$ cat config.mk
export PLATFORM = sky130hd
export DESIGN_NAME = popcount_window_stats_flat
export DESIGN_NICKNAME = d
export VERILOG_FILES = /design/src/rtl/popcount_window_stats_pkg.sv /design/src/rtl/popcount_window_stats_if.sv /design/src/rtl/popcount_window_stats_minmax.sv /design/src/rtl/popcount_window_stats.sv /design/src/flat_wrapper.sv
export SDC_FILE = /design/constraint.sdc
export NUM_CORES = 1
export LEC_CHECK = 0
export BUFFER_PORTS_ARGS = -buffer_cell sky130_fd_sc_hd__buf_2
export CORE_ASPECT_RATIO = 0.7
export CORE_MARGIN = 1
export CORE_UTILIZATION = 35
export DETAILED_ROUTE_END_ITERATION = 7
export HOLD_SLACK_MARGIN = 0.02
export PLACE_DENSITY_LB_ADDON = 0.2
export SYNTH_ARGS = -nofsm -noshare
export SYNTH_HDL_FRONTEND = slang
export SYNTH_HIERARCHICAL = 1
export SYNTH_SLANG_ARGS = --single-unit
$ cat constraint.sdc
create_clock -name clk -period 3.35 [get_ports clk]
set_input_delay 0.5025 -clock clk [delete_from_list [all_inputs] [get_ports clk]]
set_output_delay 0.5025 -clock clk [all_outputs]
set_load 0.03 [all_outputs]
$ cat src/rtl/popcount_window_stats_pkg.sv
// Shared types and constants for the popcount window statistics block.
package popcount_window_stats_pkg;

    typedef enum logic {
        ACCUM = 1'b0,
        HOLD  = 1'b1
    } state_t;

    localparam int POP_MAX = 16;

    // Minimum sum width able to hold WIN_LEN samples of POP_MAX each.
    function automatic int sum_width(input int win_len);
        return $clog2(POP_MAX * win_len + 1);
    endfunction

endpackage

$ cat src/rtl/popcount_window_stats_if.sv
// Sample/result stream bundle between a producer/consumer and the stats block.
interface popcount_window_stats_if #(
    parameter int CNT_W = 6,
    parameter int SUM_W = 10
);
    logic             clr;
    logic             in_valid;
    logic [CNT_W-1:0] in_count;
    logic             in_ready;
    logic             out_valid;
    logic             out_ready;
    logic [SUM_W-1:0] sum_out;
    logic [CNT_W-1:0] min_out;
    logic [CNT_W-1:0] max_out;
    logic             err;

    modport master (
        output clr, in_valid, in_count, out_ready,
        input  in_ready, out_valid, sum_out, min_out, max_out, err
    );

    modport slave (
        input  clr, in_valid, in_count, out_ready,
        output in_ready, out_valid, sum_out, min_out, max_out, err
    );
endinterface

$ cat src/rtl/popcount_window_stats_minmax.sv
// Clamps one popcount sample to POP_MAX and folds it into the running min/max.
module popcount_minmax
    import popcount_window_stats_pkg::*;
#(
    parameter int CNT_W = 6
) (
    input  logic [CNT_W-1:0] sample,
    input  logic             first,
    input  logic [CNT_W-1:0] min_cur,
    input  logic [CNT_W-1:0] max_cur,
    output logic [CNT_W-1:0] clamped,
    output logic [CNT_W-1:0] min_next,
    output logic [CNT_W-1:0] max_next,
    output logic             over
);
    localparam logic [CNT_W-1:0] POP_MAX_C = CNT_W'(POP_MAX);

    always_comb begin
        over     = sample > POP_MAX_C;
        clamped  = over ? POP_MAX_C : sample;
        // The first sample of a window replaces whatever the previous window left.
        min_next = (first || clamped < min_cur) ? clamped : min_cur;
        max_next = (first || clamped > max_cur) ? clamped : max_cur;
    end
endmodule

$ cat src/rtl/popcount_window_stats.sv
// Collects WIN_LEN popcount samples and presents their sum/min/max on a
// valid/ready result port; a sticky err marks any out-of-range sample.
module popcount_window_stats
    import popcount_window_stats_pkg::*;
#(
    parameter int WIN_LEN = 8,
    parameter int CNT_W   = 6,
    parameter int SUM_W   = 10
) (
    input  logic                    clk,
    input  logic                    rst,
    popcount_window_stats_if.slave  bus
);
    localparam int IDX_W = (WIN_LEN > 1) ? $clog2(WIN_LEN) : 1;
    localparam logic [IDX_W-1:0] IDX_LAST = IDX_W'(WIN_LEN - 1);

    state_t           state_reg, state_next;
    logic [IDX_W-1:0] idx_reg;
    logic [SUM_W-1:0] sum_reg, sum_next, sum_out_reg;
    logic [CNT_W-1:0] min_reg, max_reg, min_next, max_next, clamped;
    logic [CNT_W-1:0] min_out_reg, max_out_reg;
    logic             err_reg, over, accept, first, last;
    logic             in_ready, out_valid;

    assign accept = bus.in_valid && in_ready;
    assign first  = (idx_reg == '0);
    assign last   = (idx_reg == IDX_LAST);

    popcount_minmax #(.CNT_W(CNT_W)) u_minmax (
        .sample   (bus.in_count),
        .first    (first),
        .min_cur  (min_reg),
        .max_cur  (max_reg),
        .clamped  (clamped),
        .min_next (min_next),
        .max_next (max_next),
        .over     (over)
    );

    assign sum_next = first ? SUM_W'(clamped) : sum_reg + SUM_W'(clamped);

    always_ff @(posedge clk or posedge rst) begin
        if (rst) state_reg <= ACCUM;
        else     state_reg <= state_next;
    end

    // clr outranks both the closing accept and the result handshake.
    always_comb begin
        state_next = state_reg;
        if (bus.clr) begin
            state_next = ACCUM;
        end else begin
            case (state_reg)
                ACCUM:   if (accept && last)   state_next = HOLD;
                HOLD:    if (bus.out_ready)    state_next = ACCUM;
                default:                       state_next = ACCUM;
            endcase
        end
    end

    always_comb begin
        in_ready  = (state_reg == ACCUM) && !bus.clr;
        out_valid = (state_reg == HOLD);
    end

    // Result registers only move on the closing accept; clr drops the
    // window in progress but leaves the last published result in place.
    always_ff @(posedge clk or posedge rst) begin
        if (rst) begin
            idx_reg     <= '0;
            sum_reg     <= '0;
            min_reg     <= '0;
            max_reg     <= '0;
            err_reg     <= 1'b0;
            sum_out_reg <= '0;
            min_out_reg <= '0;
            max_out_reg <= '0;
        end else if (bus.clr) begin
            idx_reg <= '0;
            sum_reg <= '0;
            min_reg <= '0;
            max_reg <= '0;
            err_reg <= 1'b0;
        end else if (accept) begin
            idx_reg <= last ? '0 : idx_reg + IDX_W'(1);
            sum_reg <= sum_next;
            min_reg <= min_next;
            max_reg <= max_next;
            if (over) err_reg <= 1'b1;
            if (last) begin
                sum_out_reg <= sum_next;
                min_out_reg <= min_next;
                max_out_reg <= max_next;
            end
        end
    end

    assign bus.in_ready  = in_ready;
    assign bus.out_valid = out_valid;
    assign bus.sum_out   = sum_out_reg;
    assign bus.min_out   = min_out_reg;
    assign bus.max_out   = max_out_reg;
    assign bus.err       = err_reg;
endmodule

$ cat src/flat_wrapper.sv
// flat-port wrapper written by rule: the top's interface ports become plain ports
module popcount_window_stats_flat import popcount_window_stats_pkg::*;
#(
    parameter int WIN_LEN = 8,
    parameter int CNT_W   = 6,
    parameter int SUM_W   = 10
)
  (clk, rst, bus_clr, bus_in_valid, bus_in_count, bus_out_ready, bus_in_ready, bus_out_valid, bus_sum_out, bus_min_out, bus_max_out, bus_err);
  popcount_window_stats_if #(.CNT_W(CNT_W), .SUM_W(SUM_W)) bus_i ();
  input  logic clk;
  input  logic rst;
  input wire logic [$bits(bus_i.clr)-1:0] bus_clr;
  input wire logic [$bits(bus_i.in_valid)-1:0] bus_in_valid;
  input wire logic [$bits(bus_i.in_count)-1:0] bus_in_count;
  input wire logic [$bits(bus_i.out_ready)-1:0] bus_out_ready;
  output wire logic [$bits(bus_i.in_ready)-1:0] bus_in_ready;
  output wire logic [$bits(bus_i.out_valid)-1:0] bus_out_valid;
  output wire logic [$bits(bus_i.sum_out)-1:0] bus_sum_out;
  output wire logic [$bits(bus_i.min_out)-1:0] bus_min_out;
  output wire logic [$bits(bus_i.max_out)-1:0] bus_max_out;
  output wire logic [$bits(bus_i.err)-1:0] bus_err;
  assign bus_i.clr = bus_clr;
  assign bus_i.in_valid = bus_in_valid;
  assign bus_i.in_count = bus_in_count;
  assign bus_i.out_ready = bus_out_ready;
  assign bus_in_ready = bus_i.in_ready;
  assign bus_out_valid = bus_i.out_valid;
  assign bus_sum_out = bus_i.sum_out;
  assign bus_min_out = bus_i.min_out;
  assign bus_max_out = bus_i.max_out;
  assign bus_err = bus_i.err;
  popcount_window_stats #(.WIN_LEN(WIN_LEN), .CNT_W(CNT_W), .SUM_W(SUM_W)) u_core (.clk(clk), .rst(rst), .bus(bus_i));
endmodule
==> qor.yml, run 1 <==
outcome: "complete, but fails checks"
violations: "DRC"
max_slew.worst_pin.slew_ns: 0.734
final.setup.tns_ns: 0
final_net_count: 394
drive_above_1_share: 0.203
finalHoldViolCount: 0
holdBufCountCts: 0
grt_start_max_net_pins: 34
worstPathCellList: "buf_2 > nor2_1 > and2_1 > ha_1 > or4bb_1 > a32oi_1 > o21ai_1 > a21oi_2 > mux2_2 > nand2_1 > nand2_1"
sw_frac_of_total: 0.307
initial_antenna_violation_count: 0
initial_utilization: 0.362
max_freq_mhz: 383
most_prevalent_standard_cell_on_the_critical_path: "sky130_fd_sc_hd__nand2_1"
critical-path-top-delay-family: "simple AND/OR/NAND/NOR gates"
dpl_worst_slack_ns: 0.438
fin_util: 0.414
final-max-slew-violation-count: 0
core-area_um2: 8440
timing.clock.skew_ns: 0.0120
synth-seq-cells: 49
grt.overflow.total: 0
num_io_pins: 36
dr_total_vias: 2395
leakagePower_nw: 1.78
grt_setup_unrepaired: "false"
gp_congestion: 0.785
yosysSeqAreaShare: 0.402
post_cts.repair.setup_buffers: 0
grt_use_met1: 0.241
flow.area_growth_from_synthesis_pct: 14.6
final-instance-count-excl-fill: 485
grt_pass1_wl_um: 11300
worst_skew_pair_latency_ns: 0.30
worstPathRequired_ns: 3.54
drt_drc_violations_left: 1
drt-total-wl_um: 7110
placement.io_buffers: 35
startpoint_type: "input pin"
cts_inserted_buffers: 5
min-delay-path-class: "in2async"
std_cell_rows: 28
crit_path_start: "bus_in_count[5]"
chipHeight_um: 80.1
critPathSlowestCell: "sky130_fd_sc_hd__or4bb_1"
synth_flop_cell: "sky130_fd_sc_hd__dfrtp_1"
detailed_routing_iteration_count_for_the_pre_antenna_repair_pass: 6
cp.arrival_ns: 2.81
post_layout_min_period_ns: 2.61
die_area_um2: 9110
synth_cell_types: 61
regToRegStartpoint: "u_core/idx_reg[0]"
fp.dieW_um: 114
combinationalPowerShare: 0.186
worst_path_largest_cell_delay_ns: 0.40
postSynth.asyncResetShare: 1.00
finalSetupViolCount: 0
grt_use_total: 0.160
grt.busiest_layer: "met1"
worst-path-max-fanout: 7
synth_cells: 331
critPathCaptureType: "flop"
power.share.clock: 0.375
syn_area_per_cell_um2: 9.22
detailedRoute.firstIterationViolations: 152
cellPowerDensity_nw_per_um2: 408
ant_nets: 0
grt.met2_usage: 0.229
cts.clk_slew.worst_paths_ns: 0.08
synth_enable_flop_cells: 0
post_synth_instance_area_um2: 3050
place_inst: 477
total_switching_power_mw: 0.437
insertedDiodeCount: 0
cts_sinks: 49
synth-warning-count: 6
cts_root_buffer: "sky130_fd_sc_hd__clkbuf_16"
tritoncts_clock_tree: "built"
via_count_of_the_first_global_routing_pass: 2177
max_cap_violations: 0
final_critical_path_setup_slack_ns: 0.739
detailed_placement_hpwl_um: 5030
drt-vias-per-instance: 4.94
avgRoutedWirePerCell_um: 14.7
grtUsageMet3: 0.0347
max-vdd-ir-drop_mv: 0.217
pwr-share-seq: 0.439
p_total_mw: 1.43
h-tree-depth: 2
internal_power_mw: 0.989
post_cts_sizing_count: 0
post-route-period-util: 0.780
cts_max_path_buffers: 2
path_buf_inv: 1
slew_headroom: 0.510
timing.setup.critical_path_class: "in2reg"
-- path summary, 6_finish.rpt --
check                                        end  slack (ns)  depth (start not counted)
max reg2reg                u_core/bus.max_out[3]        1.01                          9
max                            u_core/min_reg[1]        0.74                         11
min reg2reg                u_core/bus.min_out[5]        0.47                          2
max in group asynchronous  u_core/bus.sum_out[8]        2.30                          3
min                               u_core/bus.err        0.32                          2
min in group clk            u_core/bus.out_valid        0.45                          3
-- placed cells by master (no fill, tap or decap), types with 5 or more instances in the layout --
cell                        instances
sky130_fd_sc_hd__a21o_1             6
sky130_fd_sc_hd__a21oi_1           11
sky130_fd_sc_hd__and3_1             6
sky130_fd_sc_hd__buf_2             35
sky130_fd_sc_hd__buf_4              7
sky130_fd_sc_hd__clkbuf_16          5
sky130_fd_sc_hd__dfrtp_1           49
sky130_fd_sc_hd__ha_1              18
sky130_fd_sc_hd__inv_1             16
sky130_fd_sc_hd__nand2_1           77
sky130_fd_sc_hd__nand2b_1           5
sky130_fd_sc_hd__nand3_1           13
sky130_fd_sc_hd__nand3b_1          16
sky130_fd_sc_hd__nor2_1             8
sky130_fd_sc_hd__nor3_1             5
sky130_fd_sc_hd__o21ai_0           13
-- cells in the mapped netlist, types with 2 or more instances --
| library cell | instances | area (um^2) |
|---|---|---|
| sky130_fd_sc_hd__ha_1 | 18 | 225 |
| sky130_fd_sc_hd__mux2_4 | 3 | 45.0 |
| sky130_fd_sc_hd__buf_4 | 3 | 22.5 |
| sky130_fd_sc_hd__nor3b_1 | 3 | 22.5 |
| sky130_fd_sc_hd__nand2_1 | 77 | 289 |
| sky130_fd_sc_hd__buf_6 | 2 | 22.5 |
| sky130_fd_sc_hd__a21oi_2 | 2 | 17.5 |
| sky130_fd_sc_hd__a21o_1 | 6 | 45.0 |
| sky130_fd_sc_hd__o2111ai_2 | 2 | 30.0 |
| sky130_fd_sc_hd__xnor2_1 | 3 | 26.3 |
| sky130_fd_sc_hd__nand3_1 | 13 | 65.1 |
| sky130_fd_sc_hd__a31oi_1 | 4 | 25.0 |
| sky130_fd_sc_hd__clkbuf_1 | 4 | 15.0 |
| sky130_fd_sc_hd__nand2b_1 | 5 | 31.3 |
| sky130_fd_sc_hd__inv_1 | 17 | 63.8 |
| sky130_fd_sc_hd__mux2_2 | 3 | 33.8 |
| sky130_fd_sc_hd__nor3_1 | 5 | 25.0 |
| sky130_fd_sc_hd__mux2i_1 | 4 | 40.0 |
| sky130_fd_sc_hd__o31ai_1 | 4 | 30.0 |
| sky130_fd_sc_hd__and4b_1 | 2 | 20.0 |
| sky130_fd_sc_hd__dfrtp_1 | 49 | 1230 |
| sky130_fd_sc_hd__buf_2 | 9 | 45.0 |
| sky130_fd_sc_hd__nand3b_1 | 16 | 120 |
| sky130_fd_sc_hd__a21oi_1 | 11 | 55.1 |
| sky130_fd_sc_hd__and3_1 | 6 | 37.5 |
| sky130_fd_sc_hd__nor2_1 | 8 | 30.0 |
| sky130_fd_sc_hd__o21ai_0 | 13 | 65.1 |
| sky130_fd_sc_hd__nor2b_1 | 2 | 12.5 |
| sky130_fd_sc_hd__and2_1 | 4 | 25.0 |
| sky130_fd_sc_hd__a211o_1 | 2 | 17.5 |
-- cells by family (layout without fill, tap and decap cells) --
family / count (synthesis) / count (layout) / share of synthesized area
AND/OR/NAND/NOR: 152 / 152 / 0.259
AO/OA/AOI/OAI: 59 / 59 / 0.147
flip-flops: 49 / 49 / 0.402
buffers and inverters: 36 / 68 / 0.0566
adder cells (fa/ha/maj): 20 / 20 / 0.0840
multiplexers: 10 / 10 / 0.0389
XOR/XNOR: 4 / 4 / 0.0115
other: 1 / 3 / 0.00123
-- area by class of cell --
cell class	count	area, um^2
tap	120	150
timing repair buffer	42	228
inverter	18	67.6
clock inverter	3	25.0
clock buffer	5	125
sequential	49	1230
fill	859	4940
multi-input combinational	248	1680
-- power by group through the flow --
stage	logic, mW	registers (mW)	clock network (mW)
detailed placement	0.265	0.637	0
finish	0.265	0.626	0.536
floorplan	0.200	0.639	0
CTS	0.267	0.626	0.542
global placement	0.263	0.637	0
global route	0.293	0.628	0.566
-- layer usage --
layer	up-vias	share of wire
li1	1209	-
met1	1134	0.55
met5	-	0
met2	48	0.40
met4	0	0.0044
met3	4	0.041
-- per-stage QoR --
step	instance area [um^2]	hold slack, ns
finish	3500	0.320
floorplan	3060	0.475
CTS	3500	0.358
detailed placement	3350	0.458
global route	3500	0.393
global placement	3350	0.454
No activity file was read; power rests on OpenSTA's default activity.
==> run 2: changes to the inputs <==
- clock period: 3.35 -> 2.23 ns (I/O delays scaled with it)
==> run 2 against run 1 <==
The flow finishes with violations (setup timing); design area increased by 9.2%; count of clock-buffer cells in the layout is 2 higher; global-route usage increased by 1.6 points; via count rose by 7.1%; critical endpoint unchanged; largest cell class unchanged.
==> qor.yml, run 2 (synthesized netlist as in run 1, its figures left out) <==
finalSetupViolCount: 3
placement.io_buffers: 35
insertedDiodeCount: 0
grt_setup_unrepaired: "true"
grt_use_total: 0.176
drt-total-wl_um: 7670
cts.clk_slew.worst_paths_ns: 0.07
min-delay-path-class: "in2async"
p_total_mw: 2.19
leakagePower_nw: 1.97
std_cell_rows: 28
tritoncts_clock_tree: "built"
worst_skew_pair_latency_ns: 0.28
drt-vias-per-instance: 4.94
critPathCaptureType: "flop"
initial_antenna_violation_count: 0
final_critical_path_setup_slack_ns: -0.00803
ant_nets: 0
h-tree-depth: 2
die_area_um2: 9110
grt_start_max_net_pins: 50
combinationalPowerShare: 0.225
internal_power_mw: 1.57
initial_utilization: 0.362
layout_commonest_cell: "sky130_fd_sc_hd__nand2_1"
chipHeight_um: 80.1
cts_max_path_buffers: 2
flow.area_growth_from_synthesis_pct: 25.1
fp.dieW_um: 114
fin_util: 0.452
worstPathCellList: "inv_2 > ha_4 > or4bb_1 > a32oi_1 > o21ai_1 > a21oi_2 > buf_4 > mux2_4 > nand2_1 > nand2_1"
fin_hold_ws_ns: 0.0866
critPathSlowestCell: "sky130_fd_sc_hd__or4bb_1"
grt_pass1_wl_um: 12400
finalHoldViolCount: 0
via_count_of_the_first_global_routing_pass: 2450
critical-path-top-delay-family: "compound AO/OA/AOI/OAI gates"
max-vdd-ir-drop_mv: 0.381
worstPathRequired_ns: 2.40
num_io_pins: 36
sequential_cell_area_um2: 1230
timing.clock.skew_ns: 0.00393
core-area_um2: 8440
startpoint_type: "flop"
avgRoutedWirePerCell_um: 14.8
power.share.clock: 0.345
leading_cell_types_in_the_layout_fill_and_taps_excluded: "72 x sky130_fd_sc_hd__nand2_1, 49 x sky130_fd_sc_hd__dfrtp_1, 41 x sky130_fd_sc_hd__buf_4"
dpl_worst_slack_ns: -0.247
pwr-share-seq: 0.430
drive_above_1_share: 0.296
timing.setup.critical_path_class: "reg2reg"
worst-path-max-fanout: 3
gp_congestion: 0.809
post_layout_min_period_ns: 2.24
violations: "setup timing"
outcome: "complete, but fails checks"
post-route-period-util: 1.00
drt_drc_violations_left: 0
detailed_routing_iteration_count_for_the_pre_antenna_repair_pass: 6
path_buf_inv: 2
cp.arrival_ns: 2.41
grt.overflow.total: 0
cts_sinks: 49
max_cap_violations: 0
place_inst: 509
final-instance-count-excl-fill: 519
detailed_placement_hpwl_um: 5410
total_switching_power_mw: 0.622
final_net_count: 429
cellPowerDensity_nw_per_um2: 574
max_freq_mhz: 447
most_prevalent_standard_cell_on_the_critical_path: "sky130_fd_sc_hd__nand2_1"
fillerInstances: 825
cts_inserted_buffers: 5
dr_total_vias: 2565
final-max-slew-violation-count: 0
detailedRoute.firstIterationViolations: 135
sw_frac_of_total: 0.284
cts_root_buffer: "sky130_fd_sc_hd__clkbuf_16"
worst_path_largest_cell_delay_ns: 0.39
multiInputGateArea_um2: 1730
-- run 2: repair_timing --
action | CTS | global route
cloned | 0 | 0
endpoints found under the setup margin | 2 | 10
hold endpoints to repair | 0 | 0
buffers inserted | 2 | 1
pin swaps | 3 | 3
hold buffers | 0 | 0
gates resized for setup | 2 | 6
-- run 2: final timing paths --
path / from / end / slack [ns] / cells after the start
min in group clk: bus_out_ready / u_core/bus.out_valid / 0.30 / 3
max in group asynchronous: rst / u_core/min_reg[4] / 1.90 / 3
hold reg to reg: u_core/bus.max_out[5] / u_core/bus.max_out[5] / 0.47 / 2
setup / recovery: u_core/min_reg[1] / u_core/min_reg[1] / -0.008 / 10
setup reg to reg: u_core/min_reg[1] / u_core/min_reg[1] / -0.008 / 10
hold / removal: rst / u_core/bus.max_out[1] / 0.09 / 3
-- run 2: power groups by stage --
stage | registers, mW | clock network [mW] | logic [mW]
finish | 0.942 | 0.757 | 0.492
detailed placement | 0.958 | 0 | 0.475
floorplan | 0.959 | 0 | 0.307
CTS | 0.942 | 0.786 | 0.484
global placement | 0.957 | 0 | 0.470
global route | 0.945 | 0.819 | 0.541
-- run 2: metrics by stage --
stage                     instance area [um^2]  setup TNS (ns)
after floorplan                           3090               0
after global placement                    3630           -2.74
after detailed placement                  3630           -3.65
after CTS                                 3790          -0.113
after global routing                      3820          -0.603
final                                     3820         -0.0166
-- run 2: layout make-up --
class,count,area share
multi-input cells,248,0.453
flip-flops and latches,49,0.321
repair buffers,77,0.132
well taps,120,0.0393
clock buffers,7,0.0374
inverters,18,0.0177
-- run 2: worst min-delay path: stages --
cell and delay [ns]:
sky130_fd_sc_hd__buf_2 0.10, sky130_fd_sc_hd__inv_2 0.06, sky130_fd_sc_hd__buf_12 0.26
-- run 2: metal layers --
metal	global-route usage	part of all wire	vias to the layer above
li1	-	-	1287
met1	0.267	0.55	1227
met2	0.257	0.41	47
met3	0.0309	0.041	4
met4	0.0342	0.0031	0
met5	0	0	-
